--- config.mk ---
export PLATFORM = sky130hd
export DESIGN_NAME = gsim_result_buffer
export DESIGN_NICKNAME = d
export VERILOG_FILES = /design/src/rtl/gsim_result_buffer.sv
export SDC_FILE = /design/constraint.sdc
export NUM_CORES = 1
export LEC_CHECK = 0
export ABC_CLOCK_PERIOD_IN_PS = 4800
export CORE_ASPECT_RATIO = 1.5
export CORE_MARGIN = 2
export CORE_UTILIZATION = 50
export CTS_CLUSTER_DIAMETER = 60
export DETAILED_ROUTE_END_ITERATION = 8
export PLACE_DENSITY = 0.69
export SETUP_SLACK_MARGIN = 0.3
export SLEW_MARGIN = 0
export SYNTH_ARGS = -nofsm -noshare
export SYNTH_HDL_FRONTEND = slang
export SYNTH_SLANG_ARGS = --single-unit
--- constraint.sdc ---
create_clock -name clk -period 4.8 [get_ports clk]
set_input_delay 0.72 -clock clk [delete_from_list [all_inputs] [get_ports clk]]
set_output_delay 0.72 -clock clk [all_outputs]
set_load 0.05 [all_outputs]
--- src/rtl/gsim_result_buffer.sv ---
// -----------------------------------------------------------------------------
// gsim_result_buffer
//
// Purpose:
//   Output stage of the Gauss-Seidel solver. Each solver burst of N_WORDS
//   result words (no back-pressure) is captured into one bank of a ping-pong
//   register pair. Completed banks are replayed, oldest first, on a
//   valid/ready stream with a last flag. If a burst starts while both banks
//   are occupied, the whole burst is dropped and a sticky overflow flag is
//   raised.
//
// Ports:
//   clk        in   1       clock, rising edge
//   reset      in   1       asynchronous, active-high
//   in_valid   in   1       solver output strobe, high N_WORDS cycles per frame
//   in_data    in   DATA_W  solver word, valid CAPTURE_DELAY cycles after in_valid
//   m_valid    out  1       output word valid
//   m_ready    in   1       consumer ready
//   m_data     out  DATA_W  output word (0 while m_valid is low)
//   m_last     out  1       high with word N_WORDS-1 of a frame
//   ovf        out  1       sticky: a frame was dropped
//   ovf_clr    in   1       clears ovf (a same-cycle drop takes priority)
//   frame_cnt  out  8       frames fully delivered, wraps 255->0
// -----------------------------------------------------------------------------
module gsim_result_buffer #(
  parameter int N_WORDS       = 16,
  parameter int DATA_W        = 32,
  parameter int CAPTURE_DELAY = 1
) (
  input  logic              clk,
  input  logic              reset,
  input  logic              in_valid,
  input  logic [DATA_W-1:0] in_data,
  output logic              m_valid,
  input  logic              m_ready,
  output logic [DATA_W-1:0] m_data,
  output logic              m_last,
  output logic              ovf,
  input  logic              ovf_clr,
  output logic [7:0]        frame_cnt
);

  localparam int              IDX_W    = (N_WORDS > 1) ? $clog2(N_WORDS) : 1;
  localparam logic [IDX_W-1:0] LAST_IDX = IDX_W'(N_WORDS - 1);

  typedef enum logic [1:0] {W_IDLE, W_FILL, W_DROP} wr_state_e;
  typedef enum logic       {R_IDLE, R_SEND}         rd_state_e;

  // ---------------------------------------------------------------------------
  // Capture enable: in_valid realigned to the registered solver data.
  // ---------------------------------------------------------------------------
  logic w_cap_en;

  generate
    if (CAPTURE_DELAY == 0) begin : g_no_delay
      assign w_cap_en = in_valid;
    end else begin : g_delay
      logic [CAPTURE_DELAY-1:0] r_dly;
      // NOTE: clocked state uses non-blocking assignments so every flop
      // samples pre-edge values regardless of process evaluation order.
      always_ff @(posedge clk or posedge reset) begin
        if (reset) r_dly <= '0;
        else       r_dly <= (r_dly << 1) | CAPTURE_DELAY'(in_valid);
      end
      assign w_cap_en = r_dly[CAPTURE_DELAY-1];
    end
  endgenerate

  // ---------------------------------------------------------------------------
  // State
  // ---------------------------------------------------------------------------
  wr_state_e         r_wr_state, w_wr_next;
  logic [IDX_W-1:0]  r_wr_idx;
  logic              r_wr_bank;
  logic [IDX_W-1:0]  r_drop_cnt;

  rd_state_e         r_rd_state, w_rd_next;
  logic [IDX_W-1:0]  r_rd_idx;
  logic              r_rd_bank;

  logic [1:0]        r_busy;      // bank claimed by the writer and not yet fully read
  logic [1:0]        r_ord;       // order FIFO of completed bank ids, [0] is oldest
  logic [1:0]        r_ord_cnt;
  logic              r_ovf;
  logic [7:0]        r_frame_cnt;

  logic [DATA_W-1:0] r_bank [2][N_WORDS];

  // Read-side decode
  logic       w_m_valid;
  logic       w_xfer;
  logic       w_rd_done;
  logic       w_pop;
  logic [1:0] w_free_mask;
  logic [1:0] w_free;

  // Write-side decode
  logic             w_wr_en;
  logic             w_wr_sel;
  logic [IDX_W-1:0] w_wr_addr;
  logic [1:0]       w_claim_mask;
  logic             w_drop_start;
  logic             w_push;

  // ---------------------------------------------------------------------------
  // Read FSM
  // ---------------------------------------------------------------------------
  always_ff @(posedge clk or posedge reset) begin
    if (reset) r_rd_state <= R_IDLE;
    else       r_rd_state <= w_rd_next;
  end

  always_comb begin
    w_rd_next = r_rd_state;
    case (r_rd_state)
      R_IDLE:  if (r_ord_cnt != 2'd0) w_rd_next = R_SEND;
      R_SEND:  if (w_rd_done && (r_ord_cnt == 2'd0)) w_rd_next = R_IDLE;
      default: w_rd_next = R_IDLE;
    endcase
  end

  // NOTE: every signal driven in an always_comb gets a default at the top so
  // no path leaves it unassigned and no latch is inferred.
  always_comb begin
    w_m_valid = 1'b0;
    w_xfer    = 1'b0;
    w_rd_done = 1'b0;
    w_pop     = 1'b0;
    case (r_rd_state)
      R_IDLE: w_pop = (r_ord_cnt != 2'd0);
      R_SEND: begin
        w_m_valid = 1'b1;
        w_xfer    = m_ready;
        w_rd_done = m_ready && (r_rd_idx == LAST_IDX);
        // Chain straight into the next completed bank: no bubble.
        w_pop     = w_rd_done && (r_ord_cnt != 2'd0);
      end
      default: ;
    endcase
  end

  always_ff @(posedge clk or posedge reset) begin
    if (reset) begin
      r_rd_idx  <= '0;
      r_rd_bank <= 1'b0;
    end else if (w_pop) begin
      r_rd_bank <= r_ord[0];
      r_rd_idx  <= '0;
    end else if (w_xfer) begin
      r_rd_idx  <= r_rd_idx + IDX_W'(1);
    end
  end

  // A bank released by this cycle's last beat is already claimable this cycle.
  assign w_free_mask = w_rd_done ? (2'b01 << r_rd_bank) : 2'b00;
  assign w_free      = ~r_busy | w_free_mask;

  // ---------------------------------------------------------------------------
  // Write FSM
  // ---------------------------------------------------------------------------
  always_ff @(posedge clk or posedge reset) begin
    if (reset) r_wr_state <= W_IDLE;
    else       r_wr_state <= w_wr_next;
  end

  always_comb begin
    w_wr_next = r_wr_state;
    case (r_wr_state)
      W_IDLE: if (w_cap_en) w_wr_next = (w_free != 2'b00) ? W_FILL : W_DROP;
      W_FILL: if (w_cap_en && (r_wr_idx == LAST_IDX)) w_wr_next = W_IDLE;
      W_DROP: if (w_cap_en && (r_drop_cnt == LAST_IDX)) w_wr_next = W_IDLE;
      default: w_wr_next = W_IDLE;
    endcase
  end

  always_comb begin
    w_wr_en      = 1'b0;
    w_wr_sel     = r_wr_bank;
    w_wr_addr    = r_wr_idx;
    w_claim_mask = 2'b00;
    w_drop_start = 1'b0;
    w_push       = 1'b0;
    case (r_wr_state)
      W_IDLE: begin
        if (w_cap_en) begin
          if (w_free != 2'b00) begin
            // Bank 0 preferred when both are free.
            w_wr_en      = 1'b1;
            w_wr_sel     = ~w_free[0];
            w_wr_addr    = '0;
            w_claim_mask = w_free[0] ? 2'b01 : 2'b10;
          end else begin
            w_drop_start = 1'b1;
          end
        end
      end
      W_FILL: begin
        if (w_cap_en) begin
          w_wr_en = 1'b1;
          w_push  = (r_wr_idx == LAST_IDX);
        end
      end
      default: ;
    endcase
  end

  always_ff @(posedge clk or posedge reset) begin
    if (reset) begin
      r_wr_idx   <= '0;
      r_wr_bank  <= 1'b0;
      r_drop_cnt <= '0;
    end else begin
      if (w_claim_mask != 2'b00) begin
        r_wr_bank <= w_wr_sel;
        r_wr_idx  <= IDX_W'(1);
      end else if (w_wr_en) begin
        r_wr_idx  <= r_wr_idx + IDX_W'(1);
      end

      if (w_drop_start)
        r_drop_cnt <= IDX_W'(1);
      else if ((r_wr_state == W_DROP) && w_cap_en)
        r_drop_cnt <= r_drop_cnt + IDX_W'(1);
    end
  end

  // NOTE: the bank storage has no reset; occupancy is tracked by r_busy and
  // the order FIFO, so stale contents are never observable.
  always_ff @(posedge clk) begin
    if (w_wr_en) r_bank[w_wr_sel][w_wr_addr] <= in_data;
  end

  // ---------------------------------------------------------------------------
  // Bank occupancy, completion order, status
  // ---------------------------------------------------------------------------
  always_ff @(posedge clk or posedge reset) begin
    if (reset) begin
      r_busy      <= 2'b00;
      r_ord       <= 2'b00;
      r_ord_cnt   <= 2'd0;
      r_ovf       <= 1'b0;
      r_frame_cnt <= 8'd0;
    end else begin
      // Claim after release so a bank freed and re-claimed this cycle stays busy.
      r_busy    <= (r_busy & ~w_free_mask) | w_claim_mask;
      r_ord_cnt <= r_ord_cnt + {1'b0, w_push} - {1'b0, w_pop};

      // Only two banks exist, so a push never meets a full FIFO.
      if (w_pop)
        r_ord[0] <= ((r_ord_cnt == 2'd1) && w_push) ? r_wr_bank : r_ord[1];
      else if (w_push) begin
        if (r_ord_cnt == 2'd0) r_ord[0] <= r_wr_bank;
        else                   r_ord[1] <= r_wr_bank;
      end

      if (w_drop_start) r_ovf <= 1'b1;
      else if (ovf_clr) r_ovf <= 1'b0;

      if (w_rd_done) r_frame_cnt <= r_frame_cnt + 8'd1;
    end
  end

  assign m_valid   = w_m_valid;
  assign m_data    = w_m_valid ? r_bank[r_rd_bank][r_rd_idx] : '0;
  assign m_last    = w_m_valid && (r_rd_idx == LAST_IDX);
  assign ovf       = r_ovf;
  assign frame_cnt = r_frame_cnt;

endmodule

Word level (Yosys, flattened, before mapping)
Memory sizes are Yosys's and may differ from the RTL's.
Index checks and enable logic that the tools add are counted.
W data, S select, Z words.
{"block": "word_totals", "word_cells": 120, "input_bits": 37, "mem_bits_rw": 1024, "memories": 1, "out_inout_bits": 43, "reg_bits": 33}
{"memory": "r_bank", "depth": 2, "word_bits": 512, "read_ports": 1, "rd_ports_with_merged_regs": 0, "wr": 1, "line_no": "87", "text": "logic [DATA_W-1:0] r_bank [2][N_WORDS];"}
{"block": "op_classes", "n_shift": 1, "bitwise_logic": 11, "reduce_logical": 23, "n_lt_le_gt_ge": 3, "eq_ne": 9, "n_mux": 52, "addsub": 6}
{"op": "$mux W512", "count": 1}
{"op": "$bmux W32 S4", "count": 1}
{"op": "$demux W32 S4", "count": 1}
{"op": "$mux W32", "count": 4}
{"op": "$mux W4", "count": 9}
{"op": "$mux W1", "count": 23}
{"op": "$mux W2", "count": 9}
{"op": "$reduce_bool A2 Y1", "count": 9}
{"op": "$add A4 B1 Y4 const B", "count": 3}
{"op": "$eq A4 B4 Y1 const B", "count": 3}
{"op": "$ge A5 B5 Y1 const B", "count": 2}
{"op": "$not A4 Y5", "count": 2}
{"op": "$logic_and A1 B1 Y1", "count": 9}
{"op": "$add A8 B1 Y8 const B", "count": 1}
{"op": "$ne A2 B2 Y1 const B", "count": 3}
{"op": "$pmux W1 S2", "count": 3}
{"op": "$pmux W2 S3", "count": 1}
{"op": "$reduce_and A3 Y1", "count": 2}
{"op": "$lt A5 B1 Y1 const B", "count": 1}
{"op": "$eq A2 B1 Y1 const B", "count": 2}
{"op": "$logic_not A2 Y1", "count": 2}
{"op": "$not A1 Y1", "count": 4}
{"op": "$not A2 Y2", "count": 2}
{"op": "$or A2 B2 Y2", "count": 2}
{"op": "other kinds (6)", "count": 6}

Logic depth before layout (Yosys ltp)
{"block": "logic_depth", "word_depth": 15, "depth_mapped": 9, "depth_no_buf": 8}

Least setup slack after synthesis
Ideal clock, no wire load.
{"block": "synth_timing", "kind": "flip-flop to flip-flop", "from": "register r_rd_state", "to": "memory r_bank[1][128] in the netlist's numbering, enable pin", "t_required_ps": 4299, "path_buffers": 0, "synth_period_minus_slack_ps": 5056, "path_stages_with_launch": 5, "path_slack_ps": -256, "setup_ps": 501, "arrival_ps": 4555, "cell_sequence": "dfrtp_1 -> nand2_1 -> o21ai_1 -> a21oi_1 -> nor4_1"}
{"block": "synth_between", "elab_chain_cells": 13, "elab_cells_between_ends": 22, "classes_between": "2 x order compare; 15 x mux; 3 x bitwise; 2 x reduce/logical"}
{"item": "start, declared", "line_no": "77", "text": "rd_state_e r_rd_state, w_rd_next;"}
{"item": "start signal, assigned", "line_no": "110", "text": "else r_rd_state <= w_rd_next;"}
{"item": "$mux W1 *", "line_no": "129", "text": "case (r_rd_state)"}
{"item": "$mux W2 *", "line_no": "155", "text": "assign w_free_mask = w_rd_done ? (2'b01 << r_rd_bank) : 2'b00;"}
{"item": "$or A2 B2 Y2 *", "line_no": "156", "text": "assign w_free = ~r_busy | w_free_mask;"}
{"item": "$reduce_bool A2 Y1", "line_no": "186", "text": "if (w_free != 2'b00) begin"}
{"item": "$mux W4", "line_no": "186"}
{"item": "$mux W4", "line_no": "185", "text": "if (w_cap_en) begin"}
{"item": "$mux W4", "line_no": "183", "text": "case (r_wr_state)"}
{"item": "$not A4 Y5 (not written as such)", "line_no": "230", "text": "if (w_wr_en) r_bank[w_wr_sel][w_wr_addr] <= in_data;"}
{"item": "$ge A5 B5 Y1 (not written as such) / $lt A5 B1 Y1 (equally long branches)", "line_no": "230"}
{"item": "$logic_and A1 B1 Y1 (not written as such)", "line_no": "230"}
{"item": "$mux W32 (not written as such)", "line_no": "230"}
{"item": "$demux W32 S4", "line_no": "230"}
{"item": "$mux W512 (not written as such)", "line_no": "230"}
{"item": "end, declared", "line_no": "87"}
Mark *: on every way between the ends. The rest lies on a longest branch, timed or not.

Worst setup path in the final report
{"block": "layout_timing", "from": "register r_rd_idx[0]", "to": "output m_data[14]"}
{"block": "layout_between", "elab_chain_cells": 5}
{"item": "start, declared", "line_no": "78", "text": "logic [IDX_W-1:0] r_rd_idx;"}
{"item": "start signal, assigned", "line_no": "150", "text": "r_rd_idx <= r_rd_idx + IDX_W'(1);"}
{"item": "$not A4 Y5 (not written as such)", "line_no": "264", "text": "assign m_data = w_m_valid ? r_bank[r_rd_bank][r_rd_idx] : '0;"}
{"item": "$bmux W32 S4", "line_no": "264"}
{"item": "$mux W32 (not written as such) (2 in series)", "line_no": "264"}
{"item": "$mux W32", "line_no": "264"}
{"item": "end, declared", "line_no": "36", "text": "output logic [DATA_W-1:0] m_data,"}
Every way passes these cells. The select of a mux whose other input is x is not followed.

==> summary.txt <==
STA
  • Clock skew: 0.03407 ns
  • Hold Worst Slack: 0.4784 ns
  • Fin crit share: 92.59%
  • Hold Vio Cnt, Final: 0
  • Slew Limit Fails: 0
  • RSZ-0062 raised after global routing: false
  • Setup violators final: 0
  • Fin crit period: 4.444 ns
  • Worst slew margin: 20.38%
  • Setup WS post-layout: 0.3556 ns
  • Worst-Margin Slew: 1.191 ns
  • Fmax: 225.0 MHz

Clock network
  • # hold bufs at CTS: 0
  • Worst skew pair latency: 0.67 ns
  • CTS tree: built
  • CTS H-Tree Depth: 3
  • CTS Buffer Depth: 3
  • Clk sink count: 1057
  • Root buffer cell: clkbuf_16
  • Reg clk slew, reported paths: 0.07 ns
  • CTS buffer count: 95

Global routing
  • Initial antenna violation count: 3
  • Vias in the first global route: 21160
  • Largest net degree at the start of global routing: 77
  • First-pass GRT wire length: 144.4 mm
  • GRT overflow: 0
  • All-Layer GR Usage: 24.08%

Setup path
  • Critical Setup Path Class: flop to output pin
  • Worst Path Required: 4.08 ns
  • Critical path arrival: 3.72 ns
  • Crit Path Max Fanout: 18
  • Worst setup EP type: output pin
  • Worst Setup Start Kind: flop
  • Slowest Stage Delay on Critical Path: 0.90 ns
  • Worst path cell trace: buf_16, nor2b_1, a22oi_1, a31oi_2, clkdlybuf4s50_1
  • Slowest cell on crit path: clkdlybuf4s50_1

Placed design
  • Post-place instance area: 43550 um^2
  • Post-placement cell count: 2982
  • IO Port Bufs: 79
  • Place WS: 0.6346 ns
  • HPWL after DPL: 56.21 mm
  • Placer Congestion: 0.8055

Detailed routing
  • Drt drc: 0
  • WL final: 99.95 mm
  • Wire per inst: 31.64 um
  • Mean number of vias per cell: 6.412
  • ANT nets after route: 0
  • Via count: 20260
  • Starting DRT DRC Count: 2338
  • Drt pass-1 iters: 5

Finish
  • Final instance area: 46740 um^2
  • Nets@finish: 2091
  • Area grow syn2layout: 14.23%
  • Fin cells: 3159
  • Layout cells sized above 1: 28.14%
  • Number of fillers in the final layout: 5682

Yosys
  • Synth Cell Area: 40920 um^2
  • #FFs+latches synth: 1057
  • Synth async-reset ratio: 3.122%
  • Post-Syn Instances: 1882
  • Sequential area share after synthesis: 77.17%
  • Yosys Warn Count: 0
  • Synth Area per Inst: 21.74 um^2
  • Mapped Nets: 1926
  • Synth unique cells: 49
  • Post-synth EDFFs: 1024
  • Top_reg_cell synth: edfxtp_1

Run status
  • Status: finished clean

Power and ir drop
  • Switch share: 29.93%
  • Net switching power figure: 7.026 mW
  • Pint: 16.45 mW
  • Clock power share: 32.1%
  • Pwr dens: 502.3 nW/um^2
  • Overall Power: 23.48 mW
  • Peak VDD IR: 0.4256 mV
  • Leak: 14.29 nW
  • Register share of total power: 44.5%
  • Comb pwr share: 23.4%

Die
  • Die Ht: 354.4 um
  • Die X: 237.6 um
  • Core area: 81200 um^2
  • # IOs: 80
  • # rows: 128
  • Die area: 84180 um^2
  • Starting Density: 50.39%

Job
  • Max cap viols: 0

Worst hold path
  • Hold Path Class: flop to flop
[Yosys cell counts (4+ instances only)]
cell	instances	area share [%]
a211oi_1	5	0.092
a21oi_1	10	0.12
a221oi_1	9	0.19
a22oi_1	34	0.62
a31oi_1	32	0.49
and2_1	4	0.061
buf_1	7	0.064
buf_2	16	0.20
buf_4	9	0.17
buf_6	21	0.58
clkbuf_1	52	0.48
dfrtp_1	33	2.0
edfxtp_1	1024	75
ha_1	7	0.21
inv_1	6	0.055
mux2_2	64	1.8
mux2i_1	65	1.6
mux4_2	224	12
nand2_1	76	0.70
nand3_1	8	0.098
nand3b_1	5	0.092
nand4_1	8	0.12
nor2_1	35	0.32
nor2b_1	4	0.061
nor3_1	5	0.061
nor4_1	5	0.076
o2111ai_1	24	0.51
o21ai_1	13	0.16
o221ai_1	32	0.68
xnor2_1	12	0.26
xor2_1	6	0.13
[power groups by stage]
| stage | Clock (mW) | Sequential (mW) | Combinational, mW |
|---|---|---|---|
| 6_report | 7.53 | 10.5 | 5.50 |
| 5_1_grt | 7.98 | 10.5 | 5.70 |
| 2_1_floorplan | 0 | 10.5 | 3.20 |
| 3_3_place_gp | 0 | 10.7 | 5.39 |
| 4_1_cts | 7.61 | 10.4 | 5.53 |
| 3_5_place_dp | 0 | 10.7 | 5.45 |
[worst max-delay path: cells and delay by family (launching register included)]
kind / cells / cell delay [ns]
buffers and inverters: 2 / 1.14
AOI/OAI and AO/OA: 2 / 0.71
DFF: 1 / 0.66
and+or+nand+nor: 1 / 0.54
[final timing paths]
kind | start | end | slack, ns | cells past startpoint
min | frame_cnt[7] | frame_cnt[7] | 0.48 | 1
max reg2reg | r_rd_idx[0] | r_bank[0][396] | 0.91 | 7
min reg2reg | frame_cnt[7] | frame_cnt[7] | 0.48 | 1
min in group asynchronous | reset | frame_cnt[6] | 0.61 | 2
max | r_rd_idx[0] | m_data[14] | 0.36 | 5
max in group asynchronous | reset | r_rd_idx[0] | 3.39 | 2
[flip-flops by register name, summed over array words and instances, names as in the netlist, 2 cells and up]
| signal | count |
|---|---|
| frame_cnt | 8 |
| r_bank | 1024 |
| r_busy | 2 |
| r_drop_cnt | 4 |
| r_ord | 2 |
| r_ord_cnt | 2 |
| r_rd_idx | 4 |
| r_wr_idx | 4 |
| r_wr_state | 2 |
[per-layer routing]
layer / wire (um) / global-route usage, % / vias up
met5: 11 / 0 / -
met4: 3084 / 8.075 / 2
met3: 8035 / 3.671 / 177
met2: 51980 / 41.55 / 1041
met1: 36830 / 31.53 / 10780
li1: - / - / 8257
[cells by family (layout without fill, tap and decap cells)]
group | after synthesis | in the layout | share of synthesized area, %
muxes | 354 | 354 | 15.71
DFF | 1057 | 1057 | 77.17
adders and majority gates | 7 | 7 | 0.2141
and+or+nand+nor | 160 | 160 | 1.771
xor gates and xnor gates | 18 | 18 | 0.3853
AOI/OAI and AO/OA | 170 | 170 | 3.098
buffers and inverters | 116 | 352 | 1.651
other | 0 | 1 | 0
[layout by cell type (no fill, tap or decap), drive strengths merged, types with 31 or more instances in the layout]
| master | count |
|---|---|
| mux2 | 65 |
| nand2 | 76 |
| buf | 123 |
| nor2 | 35 |
| mux4 | 224 |
| a22oi | 34 |
| a31oi | 32 |
| clkinv | 31 |
| clkbuf | 119 |
| o221ai | 32 |
| dfrtp | 33 |
| clkdlybuf4s50 | 48 |
| edfxtp | 1024 |
| mux2i | 65 |
[per-stage QoR]
stage / utilization, % / setup TNS (ns)
after detailed placement: 53.64 / 0
final: 57.56 / 0
after global placement: 53.64 / 0
after global routing: 57.56 / 0
after floorplan: - / -32.81
after CTS: 57.46 / 0
[what timing repair did]
| item | in CTS | in global routing |
|---|---|---|
| gates resized for setup | 6 | 4 |
| endpoints found under the setup margin | 25 | 13 |
| setup buffers | 2 | 6 |
| hold endpoints to repair | 0 | 0 |
[final cells by class]
class                   count  area, um^2  share of cell area [%]
clock inverters            49       533.0                   1.140
clock buffers             119        2509                   5.367
flip-flops and latches   1057       31590                   67.59
diodes                      1       2.502                0.005354
repair buffers            176        1812                   3.876
inverters                   8       31.28                 0.06692
well taps                1040        1301                   2.784
multi-input cells         709        8961                   19.17
(Power assumes the default switching activity.)
==> RTL edit, RTL diff (same flow settings) <==
Re-encode `wr_state_e` (3 states) as one-hot, 3 bits wide.
--- a/src/rtl/gsim_result_buffer.sv
+++ b/src/rtl/gsim_result_buffer.sv
@@ -43,7 +43,7 @@
   localparam int              IDX_W    = (N_WORDS > 1) ? $clog2(N_WORDS) : 1;
   localparam logic [IDX_W-1:0] LAST_IDX = IDX_W'(N_WORDS - 1);
 
-  typedef enum logic [1:0] {W_IDLE, W_FILL, W_DROP} wr_state_e;
+  typedef enum logic [2:0] {W_IDLE = 3'b001, W_FILL = 3'b010, W_DROP = 3'b100} wr_state_e;
   typedef enum logic       {R_IDLE, R_SEND}         rd_state_e;
 
   // ---------------------------------------------------------------------------
Formal check against the unedited RTL: same outputs for any inputs over 4 cycles, from zero or initial values and one cycle with reset high; so few cycles prove little.
==> RTL edit against the original RTL <==
First-iteration DRC count decreased by 2.8%. Combinational power decreased by 6.9%. Core utilization decreased by 0.53 points. Routed wire length increased by 2.4%. Cell area decreased by 0.72%. Die area increased by 0.53%. Area after synthesis increased by 0.54%. Sequential cell count increased by 1. Fmax increased by 0.45%. Worst setup slack improved by 20 ps. Total power decreased by 2.8%. Critical path depth increased by 2. Largest power group unchanged.
==> RTL edit: results (changes against the original RTL) <==
Seq/Total Area, Yosys 0.768 (was 0.772); first-pass GRT wire length 147000 microns (was 144000 microns); metal2 WL 51700 microns (was 52000 microns); met2 usage 0.404 (was 0.416); Netlist cell types 50 (was 49); cts bufs inserted 92 (was 95); Post-Synth XOR/XNOR Area 0.00383 (was 0.00385); worst hold margin 476 ps (was 478 ps); async set-reset flop share out of synthesis 0.0321 (was 0.0312); drt wl/cell 32.6 microns (was 31.6 microns); proportion of layout cells with a drive suffix above 1 0.255 (was 0.281); pin count of the biggest net entering global routing 81 (was 77); maximum vdd ir drop 438 uV (was 426 uV); non-filler cells, final 3142 (was 3159); ANT cells 0 (was 1); critical path's largest stage delay 590 ps (was 900 ps); Lkg Pwr 14.3 nW (about the same); Final WS setup 376 ps (was 356 ps); placed instance count 2976 (was 2982); GRT Total Usage 0.244 (was 0.241); FF-to-FF End r_bank[0][429] (was r_bank[0][396]); nets 2074 (was 2091); largest cells by area after synthesis edfxtp_1 75%, mux4_2 9.7%, mux4_1 2.9%, dfrtp_1 2.0%, mux2_2 1.8% (was edfxtp_1 75%, mux4_2 12%, dfrtp_1 2.0%, mux2_2 1.8%, mux2i_1 1.6%); syn_area_per_cell 21.9 sq um (was 21.7 sq um); WL met1 39200 microns (was 36800 microns); Rel. slew slack 0.179 (was 0.204); Setup WS pre-CTS 780 ps (was 635 ps); r2r startpoint r_rd_idx[1] (was r_rd_idx[0]); PostCTS Resize Cnt 13 (was 6); post-synthesis mux area share 0.161 (was 0.157); antenna violations before repair 1 (was 3); critical path capture point m_data[16] (was m_data[14]); grt met3 use 0.0400 (was 0.0367); Adder-Cell Fraction of Synth Area 0.00213 (was 0.00214); HPWL Detailed 58400 microns (was 56200 microns); Iter 0 DRT Violations 2272 (was 2338); grt met1 use 0.328 (was 0.315); status completed (unchanged); Setup Skew 16.8 ps (was 34.1 ps); Worst Path Arrival 3700 ps (was 3720 ps)
-- RTL edit: cell count changes in the layout (fill, tap and decap cells not counted), moves of 4 or more --
cell and change:
o21ai_0 +10, clkbuf_1 -5, xnor2_1 -4, or2_2 +5, a211oi_4 -4, nor2_4 +7, nor4_2 -4, clkinv_1 +7
buf_12 -19, dlygate4sd2_1 +6, xor2_1 +4, mux4_2 -46, o21ai_1 -11, mux4_1 +46
-- RTL edit: where the power goes --
part / internal [W] / switching (W) / leakage (nW)
combinational: 0.00172 / 0.00339 / 3.24
clock: 0.00397 / 0.00326 / 1.42
sequential: 0.0102 / 0.000249 / 9.63
total: 0.0159 / 0.00690 / 14.3
-- RTL edit: final cells by class --
cell class / count / area [sq um]
clock inverters: 56 / 482
fillers: 5792 / 35000
inverters: 8 / 31.3
well taps: 1040 / 1300
flip-flops and latches: 1058 / 31600
repair buffers: 163 / 1460
multi-input cells: 707 / 9100
clock buffers: 110 / 2410
